File: src/rtl/rx_sample_window_buffer.sv
// rx_sample_window_buffer: circular 20-entry store of filtered rx samples that
// feeds rx_correlation_unit. Samples are written in place at wr_ptr; the
// correlator uses oorder_pointer to find the oldest sample.
// Optional feature: define RX_SWB_DECIM_EN to accept only every DECIM-th
// valid sample (phase counter); undefined, every valid sample is accepted.
module rx_sample_window_buffer #(
  parameter int SAMPLE_W = 16,
  parameter int DEPTH    = 20,
  parameter int DECIM    = 4
) (
  input  logic                crx_clk,
  input  logic                rrx_rst,
  input  logic                erx_en,
  input  logic [SAMPLE_W-1:0] idata_in,
  input  logic                idata_valid,
  input  logic                iflush,
  output logic [SAMPLE_W-1:0] odata_sample_0,
  output logic [SAMPLE_W-1:0] odata_sample_1,
  output logic [SAMPLE_W-1:0] odata_sample_2,
  output logic [SAMPLE_W-1:0] odata_sample_3,
  output logic [SAMPLE_W-1:0] odata_sample_4,
  output logic [SAMPLE_W-1:0] odata_sample_5,
  output logic [SAMPLE_W-1:0] odata_sample_6,
  output logic [SAMPLE_W-1:0] odata_sample_7,
  output logic [SAMPLE_W-1:0] odata_sample_8,
  output logic [SAMPLE_W-1:0] odata_sample_9,
  output logic [SAMPLE_W-1:0] odata_sample_10,
  output logic [SAMPLE_W-1:0] odata_sample_11,
  output logic [SAMPLE_W-1:0] odata_sample_12,
  output logic [SAMPLE_W-1:0] odata_sample_13,
  output logic [SAMPLE_W-1:0] odata_sample_14,
  output logic [SAMPLE_W-1:0] odata_sample_15,
  output logic [SAMPLE_W-1:0] odata_sample_16,
  output logic [SAMPLE_W-1:0] odata_sample_17,
  output logic [SAMPLE_W-1:0] odata_sample_18,
  output logic [SAMPLE_W-1:0] odata_sample_19,
  output logic [4:0]          oorder_pointer,
  output logic                onew_sample_trig,
  output logic [4:0]          ofill_level,
  output logic                oprimed
);

  localparam logic [4:0] LAST_IDX = 5'(DEPTH - 1);
  localparam logic [4:0] FULL_CNT = 5'(DEPTH);

  logic [SAMPLE_W-1:0] slot_q [DEPTH];
  logic [SAMPLE_W-1:0] slot_d [DEPTH];
  logic [4:0]          wr_ptr_q, wr_ptr_d;
  logic [4:0]          fill_q,   fill_d;
  logic                primed_q, primed_d;
  logic                trig_q,   trig_d;
  logic                flush;
  logic                accept;

  assign flush = erx_en & iflush;

`ifdef RX_SWB_DECIM_EN
  logic [3:0] phase_q, phase_d;

  // Decimation phase: advances on every enabled valid, wraps at DECIM-1.
  always_comb begin
    phase_d = phase_q;
    if (flush) begin
      phase_d = '0;
    end else if (erx_en && idata_valid) begin
      phase_d = (phase_q == 4'(DECIM - 1)) ? '0 : phase_q + 4'd1;
    end
  end

  // Phase register.
  always_ff @(posedge crx_clk or posedge rrx_rst) begin
    if (rrx_rst) phase_q <= '0;
    else         phase_q <= phase_d;
  end

  assign accept = erx_en & idata_valid & ~iflush & (phase_q == 4'd0);
`else
  logic unused_decim;
  assign unused_decim = ^4'(DECIM);
  assign accept = erx_en & idata_valid & ~iflush;
`endif

  // Next-state for slots, pointer, fill, primed and trigger.
  always_comb begin
    for (int unsigned i = 0; i < DEPTH; i++) slot_d[i] = slot_q[i];
    wr_ptr_d = wr_ptr_q;
    fill_d   = fill_q;
    primed_d = primed_q;
    trig_d   = 1'b0;
    if (flush) begin
      for (int unsigned i = 0; i < DEPTH; i++) slot_d[i] = '0;
      wr_ptr_d = '0;
      fill_d   = '0;
      primed_d = 1'b0;
    end else if (accept) begin
      slot_d[wr_ptr_q] = idata_in;
      wr_ptr_d = (wr_ptr_q == LAST_IDX) ? '0 : wr_ptr_q + 5'd1;
      fill_d   = (fill_q == FULL_CNT) ? fill_q : fill_q + 5'd1;
      primed_d = primed_q | (fill_d == FULL_CNT);
      // Trigger is registered alongside the write so data, pointer and pulse
      // become visible in the same cycle.
      trig_d   = (fill_d == FULL_CNT);
    end
  end

  // State registers with asynchronous clear.
  always_ff @(posedge crx_clk or posedge rrx_rst) begin
    if (rrx_rst) begin
      for (int unsigned i = 0; i < DEPTH; i++) slot_q[i] <= '0;
      wr_ptr_q <= '0;
      fill_q   <= '0;
      primed_q <= 1'b0;
      trig_q   <= 1'b0;
    end else begin
      for (int unsigned i = 0; i < DEPTH; i++) slot_q[i] <= slot_d[i];
      wr_ptr_q <= wr_ptr_d;
      fill_q   <= fill_d;
      primed_q <= primed_d;
      trig_q   <= trig_d;
    end
  end

  assign oorder_pointer   = wr_ptr_q;
  assign ofill_level      = fill_q;
  assign oprimed          = primed_q;
  assign onew_sample_trig = trig_q;

  assign odata_sample_0  = slot_q[0];
  assign odata_sample_1  = slot_q[1];
  assign odata_sample_2  = slot_q[2];
  assign odata_sample_3  = slot_q[3];
  assign odata_sample_4  = slot_q[4];
  assign odata_sample_5  = slot_q[5];
  assign odata_sample_6  = slot_q[6];
  assign odata_sample_7  = slot_q[7];
  assign odata_sample_8  = slot_q[8];
  assign odata_sample_9  = slot_q[9];
  assign odata_sample_10 = slot_q[10];
  assign odata_sample_11 = slot_q[11];
  assign odata_sample_12 = slot_q[12];
  assign odata_sample_13 = slot_q[13];
  assign odata_sample_14 = slot_q[14];
  assign odata_sample_15 = slot_q[15];
  assign odata_sample_16 = slot_q[16];
  assign odata_sample_17 = slot_q[17];
  assign odata_sample_18 = slot_q[18];
  assign odata_sample_19 = slot_q[19];

endmodule

File: config.mk
export PLATFORM = sky130hd
export DESIGN_NAME = rx_sample_window_buffer
export DESIGN_NICKNAME = d
export VERILOG_FILES = /design/src/rtl/rx_sample_window_buffer.sv
export SDC_FILE = /design/constraint.sdc
export NUM_CORES = 1
export LEC_CHECK = 0
export CORE_MARGIN = 2
export CORE_UTILIZATION = 51
export DETAILED_ROUTE_END_ITERATION = 16
export PLACE_DENSITY = 0.81
export SLEW_MARGIN = 30
export SYNTH_ARGS = -nofsm -noshare
export SYNTH_HDL_FRONTEND = slang
export SYNTH_SLANG_ARGS = --single-unit
File: constraint.sdc
create_clock -name crx_clk -period 15.1 [get_ports crx_clk]
set_clock_uncertainty 0.15 [all_clocks]
set_input_delay 3.02 -clock crx_clk [delete_from_list [all_inputs] [get_ports crx_clk]]
set_output_delay 3.02 -clock crx_clk [all_outputs]
set_load 0.02 [all_outputs]
==> results.py, run 1 <==
metrics = {
    "yosys": {
        "synth-warning-count": 0,
        "synth-edff-count": 0,
        "syn_area_per_cell_um2": 10.19,
        "synth_nets": 1525,
        "syn_inst": 1498,
        "postSynth.topFlopCell": "dfrtp_1",
        "synth_area_um2": 15260,
        "ys_types": 55,
        "synthArstFlopShare_pct": 100.0,
        "ys_seq_elements": 332,
        "synth.yosys.seq_area_share_pct": 54.43,
    },
    "sta": {
        "worst_pin_slew_ns": 1.044,
        "fmax_mhz": 178.2,
        "period_share_pct": 37.16,
        "relSlewSlack_pct": 30.19,
        "worst_slack_ns": 9.489,
        "tns_ns": 0,
        "fin_crit_ns": 5.611,
        "hold_violations": 0,
        "rsz0062_at_grt": "false",
        "slew_viol_final": 0,
        "setup_viol": 0,
    },
    "setup_path": {
        "crit_slowest_cell": "clkdlybuf4s50_1",
        "crit_family": "buffers and inverters",
        "cp.required_ns": 15.29,
        "cp_max_fo": 85,
        "cp-end-kind": "register",
        "reg2reg_depth": 6,
        "path_buf_inv": 2,
        "path_class": "input port to register",
        "worst_setup_path_start_kind": "input port",
        "critPathMaxStageDelay_ns": 0.89,
        "worstReg2RegEnd": "odata_sample_10[0]",
        "reg2reg_from": "oorder_pointer[0]",
        "critPathArrivalTime_ns": 5.80,
        "r2r_slack_ns": 11.68,
        "crit_path_cell_trace": "clkdlybuf4s50_1 > and2_4 > buf_4 > a21oi_1",
    },
    "clock_network": {
        "cts_buffers": 35,
        "cts_tree": "done",
        "path_clk_slew_ns": 0.06,
        "ctsResizeCount": 0,
        "insertion_delay_ns": 0.51,
        "cts_hold_buf": 0,
        "htree_levels": 2,
        "cts_setup_buffers": 0,
        "ctsLongestPathBuffers": 3,
        "cts.sinks": 332,
        "cts_root_buffer": "clkbuf_16",
    },
    "routing": {
        "routed_wl_mm": 50.73,
        "vias": 13570,
        "drt_iter0_drc": 1624,
        "dr.pass1.iters": 5,
        "antenna_left": 0,
        "vias_per_cell": 6.345,
        "drc": 0,
        "wire_per_inst_um": 23.71,
    },
    "die": {
        "core_area_um2": 29560,
        "io_pins": 353,
        "rows": 63,
        "die_h_um": 177.0,
        "initial_core_util_pct": 51.64,
        "die_w_um": 177.0,
        "die-area_um2": 31330,
    },
    "place": {
        "hpwl_mm": 31.40,
        "dp_slack_ns": 8.861,
        "dpl.cell_count": 2075,
        "io_buffers": 352,
        "place.gp.congestion": 0.8481,
    },
    "worst_hold_path": {
        "whs_path_depth": 2,
        "whs_endpoint": "odata_sample_19[7]",
        "min_from": "odata_sample_19[7]",
        "hp-class": "register to register",
    },
    "layout": {
        "area.growth.synth_to_final_pct": 30.05,
        "mostFrequentLayoutCells": "clkdlybuf4s50_1, dfrtp_1, nand2_1",
        "fin_cells": 2139,
        "nets": 1751,
        "final_common_cell": "clkdlybuf4s50_1",
        "fillers": 2226,
        "utilization_pct": 67.15,
        "num_antenna_cells": 0,
        "drive_above_1_share_pct": 7.204,
    },
    "global_routing": {
        "overflow": 0,
        "antenna_found_initial": 0,
        "grt_pass1_vias": 13030,
        "grt_usage_pct": 31.76,
        "grt_max_degree": 122,
        "grt_pass1_wl_mm": 77.02,
    },
    "power_and_ir_drop": {
        "p_leak_nw": 8.197,
        "power.density_nw_per_um2": 98.76,
        "ir_drop_mv": 0.06247,
    },
    "run": {
        "maxCapViolCount": 0,
    },
    "run_status": {
        "outcome": "finished clean",
    },
}
==> tightest hold or removal path, delay by kind of cell, from the launching register on <==
family,cells,cell delay (ns)
and+or+nand+nor,1,0.06
AOI/OAI and AO/OA,1,0.05
DFF,1,0.38
==> cell families after synthesis <==
kind of cell | after synthesis | share of synthesized area, %
simple gates | 442 | 15.71
compound gates | 382 | 14.76
flops | 332 | 54.43
buf+inv | 213 | 6.533
mux | 122 | 8.009
fa+ha+maj | 6 | 0.4918
xor+xnor | 1 | 0.05739
==> per-layer routing <==
| layer | vias up | global-route usage (%) | wire length, µm |
|---|---|---|---|
| li1 | 5851 | - | - |
| met1 | 6775 | 44.41 | 20310 |
| met2 | 787 | 48.41 | 23310 |
| met3 | 159 | 6.357 | 4696 |
| met4 | 0 | 13.57 | 2411 |
| met5 | - | 0 | 0 |
==> where the power goes <==
group	switching, mW	internal [mW]	leakage [nW]	total (mW)
combinational	0.133	0.0384	2.97	0.171
clock	0.350	0.532	0.598	0.881
sequential	0.00838	0.899	4.63	0.908
==> stage by stage <==
| step | hold WS, ns | area (µm²) | power, mW |
|---|---|---|---|
| global placement | 0.3289 | 18560 | 1.089 |
| floorplan | 0.4372 | 15260 | 1.027 |
| detailed placement | 0.3442 | 18630 | 1.092 |
| global route | 0.3911 | 19850 | 2.013 |
| CTS | 0.3669 | 19830 | 1.962 |
| finish | 0.3702 | 19850 | 1.960 |
==> cell type report <==
type / count / area, µm² / share of cell area (%)
clock buffers: 54 / 1130 / 5.692
clock inverters: 8 / 67.56 / 0.3404
inverters: 26 / 105.1 / 0.5295
multi-input cells: 953 / 6033 / 30.39
flip-flops and latches: 332 / 8312 / 41.87
well taps: 390 / 488.0 / 2.458
repair buffers: 376 / 3715 / 18.71
==> cell usage after synthesis (all sizes together) (2+ instances only) <==
library cell	instances	area, µm²
nand4b	3	26.28
clkbuf	90	339.1
nand2b	6	37.54
o31ai	123	923.4
mux2i	121	1211
nand2	183	686.9
o21ai	81	405.4
clkinv	2	7.510
nor2b	8	50.05
nor2	3	11.26
and2	3	18.77
nor3	13	152.6
a21oi	167	835.8
nand4	127	794.5
ha	6	75.07
inv	24	90.08
nand4bb	3	55.06
and4bb	2	28.78
dfrtp	332	8308
nand3	77	410.4
buf	97	560.5
a31oi	2	12.51
and4b	2	20.02
nor3b	2	20.02
nand3b	2	27.53
and3b	2	17.52
or3	3	18.77
o41ai	2	17.52
==> flip-flops by register name (all words and copies together) (netlist names) <==
signal / flops
odata_sample_14: 16
odata_sample_11: 16
odata_sample_6: 16
odata_sample_3: 16
odata_sample_1: 16
odata_sample_5: 16
odata_sample_7: 16
odata_sample_19: 16
odata_sample_4: 16
odata_sample_12: 16
odata_sample_15: 16
odata_sample_18: 16
oprimed: 1
odata_sample_17: 16
odata_sample_8: 16
odata_sample_0: 16
odata_sample_16: 16
ofill_level: 5
odata_sample_13: 16
odata_sample_9: 16
odata_sample_10: 16
odata_sample_2: 16
oorder_pointer: 5
onew_sample_trig: 1
==> worst max path at each step <==
stage,slack [ns],to,start,cells past startpoint
after floorplan,2.73,odata_sample_0[0],rrx_rst,1
after global placement,8.89,odata_sample_4[6],rrx_rst,4
after detailed placement,8.86,odata_sample_4[4],rrx_rst,4
after CTS,9.40,odata_sample_12[2],rrx_rst,4
after global routing,9.32,odata_sample_9[9],erx_en,4
final,9.49,odata_sample_9[14],erx_en,4
No activity file was read; power rests on OpenSTA's default activity.
==> run 2: changes to the inputs <==
CORE_UTILIZATION = 46   (was 51)
PLACE_DENSITY = 0.77   (was 0.81)
clock period = 5.1 ns   (was 15.1 ns; I/O delays follow)
==> results.py, run 2 (synthesis results as in run 1) <==
metrics = {
    "run_status": {
        "outcome": "finished clean",
    },
    "global_routing": {
        "grt_max_degree": 125,
        "grt_usage_pct": 29.99,
        "antenna_found_initial": 0,
        "grt_pass1_vias": 13050,
        "grt_pass1_wl_mm": 79.38,
        "overflow": 0,
    },
    "sta": {
        "hold_violations": 0,
        "slew_viol_final": 0,
        "tns_ns": 0,
        "setup_viol": 0,
        "fin_crit_ns": 3.585,
        "fmax_mhz": 279.0,
        "period_share_pct": 70.29,
        "rsz0062_at_grt": "false",
        "relSlewSlack_pct": 32.72,
        "worst_pin_slew_ns": 1.009,
    },
    "worst_hold_path": {
        "whs_path_depth": 2,
        "min_from": "oprimed",
        "whs_endpoint": "oprimed",
        "hp-class": "register to register",
    },
    "die": {
        "core_area_um2": 32620,
        "rows": 66,
        "die_h_um": 186.2,
        "die_w_um": 186.2,
        "initial_core_util_pct": 46.79,
        "die-area_um2": 34650,
        "io_pins": 353,
    },
    "routing": {
        "drc": 0,
        "met3_length_mm": 4.828,
        "vias_per_cell": 6.240,
        "antenna_left": 0,
        "wire_per_inst_um": 24.02,
        "drt_iter0_drc": 1839,
        "highest_layer": "met4",
        "vias": 13750,
        "dr_wl_met2_mm": 24.61,
        "met1_length_mm": 21.39,
        "dr.pass1.iters": 5,
        "routed_wl_mm": 52.91,
    },
    "clock_network": {
        "ctsLongestPathBuffers": 3,
        "path_clk_slew_ns": 0.06,
        "htree_levels": 2,
        "cts_setup_buffers": 0,
        "ctsResizeCount": 0,
        "cts_hold_buf": 0,
        "cts.sinks": 332,
        "cts_root_buffer": "clkbuf_16",
        "cts_buffers": 36,
        "cts_tree": "done",
        "insertion_delay_ns": 0.51,
    },
    "run": {
        "maxCapViolCount": 0,
    },
    "power_and_ir_drop": {
        "power_mw": 5.870,
        "p_leak_nw": 8.232,
        "switching_share_pct": 25.68,
        "ir_drop_mv": 0.1974,
        "power_frac_seq_pct": 45.8,
        "p_comb_share_pct": 9.0,
        "clockPowerShare_pct": 45.2,
        "netSwitchingPower_mw": 1.507,
        "power.density_nw_per_um2": 293.4,
        "internal_power_mw": 4.363,
    },
    "place": {
        "hpwl_mm": 33.23,
        "place.gp.congestion": 0.8430,
        "io_buffers": 352,
    },
    "setup_path": {
        "reg2reg_from": "oorder_pointer[0]",
        "r2r_slack_ns": 1.56,
        "cp-end-kind": "output port",
        "cp.required_ns": 3.93,
        "crit_path_cell_trace": "clkdlybuf4s50_1",
        "critPathArrivalTime_ns": 2.41,
        "crit_slowest_cell": "dfrtp_4",
        "crit_family": "flip-flops",
        "reg2reg_depth": 6,
        "worst_setup_path_start_kind": "register",
        "path_class": "register to output port",
        "path_buf_inv": 1,
        "cp_max_fo": 84,
        "critPathMaxStageDelay_ns": 1.07,
        "worstReg2RegEnd": "odata_sample_10[1]",
    },
    "layout": {
        "utilization_pct": 61.33,
        "area.growth.synth_to_final_pct": 31.07,
        "final_common_cell": "clkdlybuf4s50_1",
        "nets": 1760,
        "mostFrequentLayoutCells": "clkdlybuf4s50_1, dfrtp_1, nand2_1",
        "drive_above_1_share_pct": 7.098,
        "fillers": 2610,
        "num_antenna_cells": 0,
    },
}
-- run 2: worst min-delay path, cell delays in order (launching register included) --
cell and delay (ns):
dfrtp_1 0.35, nand2_1 0.06, o41ai_1 0.07
-- run 2: routing by layer --
metal	global-route usage, %	up-vias
met5	0	-
li1	-	5887
met4	12.13	0
met3	5.900	132
met2	45.68	814
met1	42.36	6913
-- run 2: metrics by stage --
| step | instance area (µm²) | setup WS (ns) | std cells | hold WS, ns |
|---|---|---|---|---|
| floorplan | 15270 | -0.5046 | 1498 | 0.4372 |
| global placement | 18750 | 1.340 | 2134 | 0.3331 |
| detailed placement | 18790 | 1.251 | 2136 | 0.3545 |
| CTS | 19990 | 1.515 | 2202 | 0.3727 |
| global route | 20010 | 1.403 | 2203 | 0.3887 |
| finish | 20010 | 1.515 | 2203 | 0.3642 |
-- run 2: layout make-up --
type                            count  area [µm²]  share of cell area, %
Multi-Input combinational cell    953        6021                  30.10
Clock buffer                       56        1087                  5.435
Clock inverter                     10       111.4                 0.5566
Tap cell                          442       553.0                  2.764
Inverter                           26       101.3                 0.5066
Timing Repair Buffer              384        3819                  19.09
Sequential cell                   332        8313                  41.55
-- run 2: worst max path at each step --
stage,from,endpoint,slack (ns),cells past startpoint
after floorplan,rrx_rst,odata_sample_0[0],-0.50,1
after global placement,erx_en,odata_sample_14[15],1.34,5
after detailed placement,erx_en,odata_sample_13[6],1.25,5
after CTS,oorder_pointer[3],oorder_pointer[3],1.51,1
after global routing,oorder_pointer[0],odata_sample_10[1],1.40,6
final,oorder_pointer[3],oorder_pointer[3],1.52,1
-- run 2: power by group through the flow --
| stage | Combinational, mW | Clock [mW] | Sequential, mW |
|---|---|---|---|
| after floorplan | 0.275 | 0 | 2.77 |
| after global placement | 0.513 | 0 | 2.73 |
| after detailed placement | 0.521 | 0 | 2.73 |
| after CTS | 0.523 | 2.68 | 2.69 |
| after global routing | 0.559 | 2.78 | 2.69 |
| final | 0.528 | 2.66 | 2.69 |
